==> src/rtl/reset_seq_pkg.sv <==
// reset_seq_pkg: shared state encoding and counter sizing for reset_sequencer
package reset_seq_pkg;

    typedef enum logic [1:0] {IDLE, ASSERT, RELEASE, WAIT_READY} rst_seq_state_t;

    function automatic int cnt_width(input int a, input int b, input int c);
        int m;
        m = (a > b) ? a : b;
        m = (m > c) ? m : c;
        return $clog2(m + 1);
    endfunction

endpackage

==> src/rtl/reset_sequencer.sv <==
// reset_sequencer: staged active-low per-domain reset release with ready handshake and timeout
module reset_sequencer
    import reset_seq_pkg::*;
#(
    parameter int N_DOMAINS      = 4,
    parameter int HOLD_CYCLES    = 16,
    parameter int STAGGER_CYCLES = 4,
    parameter int ACK_TIMEOUT    = 256
) (
    input  logic                 i_clk,
    input  logic                 i_rst,
    input  logic                 i_sw_rst_req,
    input  logic [N_DOMAINS-1:0] i_domain_ready,
    output logic [N_DOMAINS-1:0] o_rst_n,
    output logic                 o_busy,
    output logic                 o_done,
    output logic                 o_err
);

    localparam int CW = cnt_width(HOLD_CYCLES, STAGGER_CYCLES, ACK_TIMEOUT);
    localparam int IW = (N_DOMAINS > 1) ? $clog2(N_DOMAINS) : 1;

    rst_seq_state_t       state, state_nx;
    logic [CW-1:0]        cnt, cnt_nx;
    logic [IW-1:0]        idx, idx_nx;
    logic [N_DOMAINS-1:0] rst_n_nx;
    logic                 busy_nx, done_nx, err_nx;

    // state, shared counter, domain index and all outputs are registered here
    always_ff @(posedge i_clk) begin
        if (i_rst) begin
            state   <= ASSERT;
            cnt     <= '0;
            idx     <= '0;
            o_rst_n <= '0;
            o_busy  <= 1'b1;
            o_done  <= 1'b0;
            o_err   <= 1'b0;
        end else begin
            state   <= state_nx;
            cnt     <= cnt_nx;
            idx     <= idx_nx;
            o_rst_n <= rst_n_nx;
            o_busy  <= busy_nx;
            o_done  <= done_nx;
            o_err   <= err_nx;
        end
    end

    // next state; a software request restarts from any state and wins over ready/timeout
    always_comb begin
        state_nx = state;
        cnt_nx   = cnt + CW'(1);
        idx_nx   = idx;
        rst_n_nx = o_rst_n;
        done_nx  = 1'b0;
        err_nx   = o_err;
        if (i_sw_rst_req) begin
            state_nx = ASSERT;
            cnt_nx   = '0;
            idx_nx   = '0;
            rst_n_nx = '0;
            err_nx   = 1'b0;
        end else begin
            case (state)
                ASSERT: begin
                    if (cnt == CW'(HOLD_CYCLES - 1)) begin
                        rst_n_nx[0] = 1'b1;
                        cnt_nx      = '0;
                        if (N_DOMAINS == 1) begin
                            state_nx = WAIT_READY;
                        end else begin
                            state_nx = RELEASE;
                            idx_nx   = IW'(1);
                        end
                    end
                end
                RELEASE: begin
                    if (cnt == CW'(STAGGER_CYCLES - 1)) begin
                        rst_n_nx[idx] = 1'b1;
                        cnt_nx        = '0;
                        if (idx == IW'(N_DOMAINS - 1))
                            state_nx = WAIT_READY;
                        else
                            idx_nx = idx + IW'(1);
                    end
                end
                WAIT_READY: begin
                    if (&i_domain_ready) begin
                        done_nx  = 1'b1;
                        state_nx = IDLE;
                        cnt_nx   = '0;
                    end else if (cnt == CW'(ACK_TIMEOUT - 1)) begin
                        err_nx   = 1'b1;
                        state_nx = IDLE;
                        cnt_nx   = '0;
                    end
                end
                default: cnt_nx = '0;
            endcase
        end
        busy_nx = (state_nx != IDLE);
    end

endmodule
==> config.mk <==
export PLATFORM = sky130hd
export DESIGN_NAME = reset_sequencer
export DESIGN_NICKNAME = d
export VERILOG_FILES = /design/src/rtl/reset_seq_pkg.sv /design/src/rtl/reset_sequencer.sv
export SDC_FILE = /design/constraint.sdc
export NUM_CORES = 1
export LEC_CHECK = 0
export ABC_CLOCK_PERIOD_IN_PS = 4100
export BUFFER_PORTS_ARGS = -buffer_cell sky130_fd_sc_hd__buf_2
export CAP_MARGIN = 40
export CELL_PAD_IN_SITES_DETAIL_PLACEMENT = 1
export CELL_PAD_IN_SITES_GLOBAL_PLACEMENT = 1
export CORE_MARGIN = 2
export CORE_UTILIZATION = 44
export DETAILED_ROUTE_END_ITERATION = 8
export GPL_TIMING_DRIVEN = 0
export PLACE_DENSITY = 0.79
export SYNTH_ARGS = -nofsm -noshare
export SYNTH_HDL_FRONTEND = slang
export SYNTH_SLANG_ARGS = --single-unit
==> constraint.sdc <==
create_clock -name i_clk -period 4.1 [get_ports i_clk]
set_clock_uncertainty 0.05 [all_clocks]
set_input_delay 0.41 -clock i_clk [delete_from_list [all_inputs] [get_ports i_clk]]
set_output_delay 0.41 -clock i_clk [all_outputs]
set_load 0.01 [all_outputs]
Word level (Yosys, flattened, before mapping). Cells that the tools add are included. Widths: inputs -> output; s select.

Register bits after elaboration: 20. Input bits: 7. Output and inout port bits: 7. Word-level logic and storage cells: 57.

Add/sub/neg operators: 2. Order comparisons: 2. Equal/unequal tests: 10. Muxes and demuxes: 22. Bitwise operators: 3. Reduce and logical (&&, ||, !) cells: 10.

Operators with widths (number): $mux 9 (4); $pmux 9 s3 (1); $mux 2 (9); $add 9x1->9 const B (1); $eq 9x2->1 const B (1); $eq 9x4->1 const B (1); $eq 9x8->1 const B (1); $reduce_and 4->1 (2); $eq 2x2->1 const B (3); $ne 2x2->1 const B (3); $pmux 2 s3 (1); $reduce_and 3->1 (2); $mux 1 (4); $or 4x4->4 (1); $pmux 2 s2 (1); $reduce_bool 2->1 (2); $lt 2x3->1 const B (1); $reduce_or 3->1 (1); $add 2x1->2 const B (1); $demux 1 s2 (1); $eq 2x1->1 const B (1); $ge 2x1->1 const B (1); $not 1->1 (2); $pmux 1 s2 (1); other kinds (3) (3).

Logic depth before layout (Yosys ltp).
Depth after elaboration: 7. Depth in mapped cells: 9. Gate-level depth less buffers: 9.

Least setup slack after synthesis. OpenSTA, ideal clock, no wires.

Path kind: flip-flop to flip-flop. Start: reg cnt[8]. End: reg cnt[2]. Setup time: 128 ps. Data arrival time: 1677 ps. Required time: 3922 ps. Path slack: 2245 ps. Stages on the path, launching flop included: 5. Path buffers: 0. Period minus slack after synthesis: 1855 ps. Path through: dfxtp_1 or4_4 o41a_1 o31ai_4 nor2_1.

Word-level cells in the longest chain between the ends: 4. Elaborated cells on any way between the ends: 8. Classes of those cells: eq/ne: 3; mux: 5.

Ends and longest elaborated chain: start: declaration (line reset_sequencer.sv:24) `logic [CW-1:0] cnt, cnt_nx;`; start signal: assignment (line reset_sequencer.sv:41) `cnt <= cnt_nx;`; $eq 9x8->1 (line reset_sequencer.sv:93) `end else if (cnt == CW'(ACK_TIMEOUT - 1)) begin`; $mux 9 (line reset_sequencer.sv:93); $mux 9 (line reset_sequencer.sv:89) `if (&i_domain_ready) begin`; $pmux 9 s3 * (line reset_sequencer.sv:65) `case (state)`.

Every way passes the cells marked *; elsewhere a longest branch is shown, timed or not. A chain may end at the register's enable or synchronous reset.

Final worst setup path.
Start: reg cnt[0]. End: reg cnt[5].

Word-level cells in the longest chain between the ends: 4. Elaborated cells on any way between the ends: 9. Classes of those cells: add/sub: 1; eq/ne: 3; mux: 5.

Ends and longest elaborated chain (line): $add 9x1->9 / $eq 9x8->1 (equally long branches) (reset_sequencer.sv:53, reset_sequencer.sv:93); $mux 9 (reset_sequencer.sv:93); $mux 9 (reset_sequencer.sv:89); $pmux 9 s3 * (reset_sequencer.sv:65).

Marks and branches as above.

==> run_results.csv <==
group,metric,value,unit
clocking,hold_buffers,0,
synth,synth-xor-area-share,0.0553,
synth,synthTopCellsByArea,"dfxtp_1 42%, ha_1 9.2%, nor2_1 7.1%, xor2_1 3.7%, a21oi_1 3.2%",
floorplanning,pin_count,14,
critical_path,crit_required,4230,ps
clocking,clock-root-buffer,"clkbuf_4",
pwr,ir_drop,0.156,mV
final_layout,final_cell_mix,"20 x dfxtp_1, 18 x nor2_1, 13 x buf_2",
pwr,combPwrFrac,0.034,
clocking,clock_sinks,20,
sta,max_slew_margin,0.632,
placement,pre_cts_ws,1940,ps
synth,synthSimpleGateAreaFrac,0.256,
sta,hold_violations,0,
clocking,cts_resized,0,
global_route,grt_pass1_wl,3.57,mm
synth,synth-edff-count,0,
min_path,hold_path.class,"input port to register",
sta,max_slew.worst_pin.slew,548,ps
sta,fin_ws,1920,ps
pwr,powerDensity,297,nW/um^2
synth,synth_area,950,sq um
final_layout,drive_gt1_frac,0.195,
routing,vias_per_cell,5.21,
placement,post-dp-hpwl,1.55,mm
pwr,p_sw,0.0683,mW
routing,drt_iter0_markers,2,
pwr,cellLeakagePower,0.435,nW
synth,muxShareOfSynthArea,0,
job,cap_violations,0,
clocking,post_cts_buffers,0,
pwr,clockPowerShare,0.357,
pwr,power_switching_share,0.212,
critical_path,critical_path_class,"register to register",
min_path,hold_end,"o_busy",
clocking,clk_latency,300,ps
sta,finalCriticalPeriod,2180,ps
synth,ys_seq_area_frac,0.422,
final_layout,nNetsFinal,138,
floorplanning,die-height,50.5,um
final_layout,area_growth,14.2,%
sta,slew_viol_final,0,
critical_path,arrival,2310,ps
routing,wl,2.00,mm
floorplanning,die_area,2550,sq um
clocking,cts_tree,"done",
sta,setup_viol,0,
synth,synth_compound_area_frac,0.140,
placement,gp_congestion,0.734,
synth,synth_top_cell_area_share,0.422,
clocking,htreeDepth,1,
floorplanning,core,2000,sq um
global_route,antenna_found_initial,0,
pwr,p_seq_frac,0.609,
critical_path,regToRegEndpoint,"cnt[5]",
global_route,grt_max_degree,12,
critical_path,r2r_setup_slack,1920,ps
critical_path,critPathLaunchType,"register",
synth,synth_cell_types,32,
placement,dpl.cell_count,146,
floorplanning,start_util,0.474,
routing,wl_per_cell,13.4,um
sta,timing.final.crit_share,0.531,
sta,whs,278,ps
clocking,cts_buffers,3,
critical_path,reg2reg_depth,9,
clocking,cts_max_path_buffers,2,
global_route,grt-ovfl-total,0,
sta,clock.fmax,0.459,GHz
final_layout,fin_cells,150,
final_layout,final_common_cell,"dfxtp_1",
global_route,grt_pass1_vias,825,
critical_path,r2r_start,"cnt[0]",
final_layout,antenna_cells,0,
critical_path,cp-end-kind,"register",
synth,synthAdderAreaFrac,0.0922,
synth,synth_warnings,0,
critical_path,cp_max_fo,8,
sta,tns,0,ps
synth,yosys_most_used_dff,"dfxtp_1",
synth,synth_top_family_by_area,"simple AND/OR/NAND/NOR gates",
pwr,total_power,0.322,mW
pwr,intPower,0.254,mW
floorplanning,row_count,16,
sta,grt_setup_unrepaired,"no",
routing,drt_first_pass_iters,4,
routing,ant_nets,0,
synth,syn-num-nets,120,
floorplanning,die_width,50.5,um
synth,postSynthAreaPerCell,8.96,sq um
clocking,path_clk_slew,120,ps
run_status,status,"finished, final reports clean",
routing,drc_errors,0,
placement,numPortBuffers,13,
min_path,min_from,"i_rst",
global_route,grtUsageTotal,0.182,
synth,postSynthCellCount,106,
min_path,hold_depth,3,
synth,synth_top_area_cell,"dfxtp_1",
synth,async_reset_ff_frac,0,
routing,num_vias,782,
synth,ys_ff_latch,20,
final_layout,fillers,260,
[final cells by class]
type / count / area, sq um / share of cell area
multi-input combinational: 77 / 515 / 0.475
sequential: 20 / 400 / 0.369
timing repair buffer: 13 / 65.1 / 0.0600
clock buffer: 4 / 36.3 / 0.0334
tap: 27 / 33.8 / 0.0311
inverter: 8 / 30.0 / 0.0277
buffer: 1 / 3.75 / 0.00346
[layer usage]
layer	track usage	up-vias	part of all wire	wire, um
met1	0.232	370	0.50	992
met5	0	-	0	0
met2	0.311	9	0.47	944
met4	0.0676	0	0.0060	12
li1	-	401	-	-
met3	0.0268	2	0.026	53
[through the flow]
step / area, sq um / utilization
after floorplan: 950 / -
after global placement: 1050 / 0.524
after detailed placement: 1050 / 0.524
after CTS: 1080 / 0.542
after global routing: 1080 / 0.542
final: 1080 / 0.542
[critical path, stage by stage (launching register included)]
cell	delay, ps
dfxtp_1	400
ha_1	230
nand3_1	160
nor2_1	220
nand3_1	130
inv_1	70
ha_1	170
nor3b_1	90
o31ai_4	440
nor2_1	100
[state kept, by name, indices dropped and copies added (netlist names)]
name     flops
o_done       1
cnt          9
idx          2
o_err        1
o_rst_n      4
state        2
o_busy       1
[worst max-delay path by stage]
stage / startpoint / to / slack (ps) / cells after the start
final: cnt[0] / cnt[5] / 1920 / 9
after global routing: cnt[0] / cnt[7] / 1750 / 9
after CTS: cnt[0] / cnt[5] / 1890 / 9
after detailed placement: cnt[0] / cnt[6] / 1940 / 9
after global placement: cnt[0] / cnt[6] / 1990 / 9
after floorplan: cnt[8] / cnt[2] / 2240 / 4
[cells in the mapped netlist (2+ instances only)]
cell type   n
a21oi_1     6
dfxtp_1    20
ha_1        7
inv_1       8
nand2_1     6
nand2b_1    3
nand3_1     4
nand4_1     3
nor2_1     18
nor2b_1     3
nor3_1      2
o22ai_1     2
xnor2_1     2
xor2_1      4
[cell families after synthesis]
family                     Yosys count
xor gates and xnor gates             6
buffers and inverters                9
and+or+nand+nor                     47
AOI/OAI and AO/OA                   17
adders and majority gates            7
DFF                                 20
[power groups by stage]
stage | clock network (mW) | logic [mW] | registers [mW]
after floorplan | 0 | 0.00597 | 0.200
after CTS | 0.119 | 0.0110 | 0.196
after global routing | 0.126 | 0.0122 | 0.197
after global placement | 0 | 0.0102 | 0.200
after detailed placement | 0 | 0.0109 | 0.201
final | 0.115 | 0.0108 | 0.196
(Power assumes the default switching activity.)
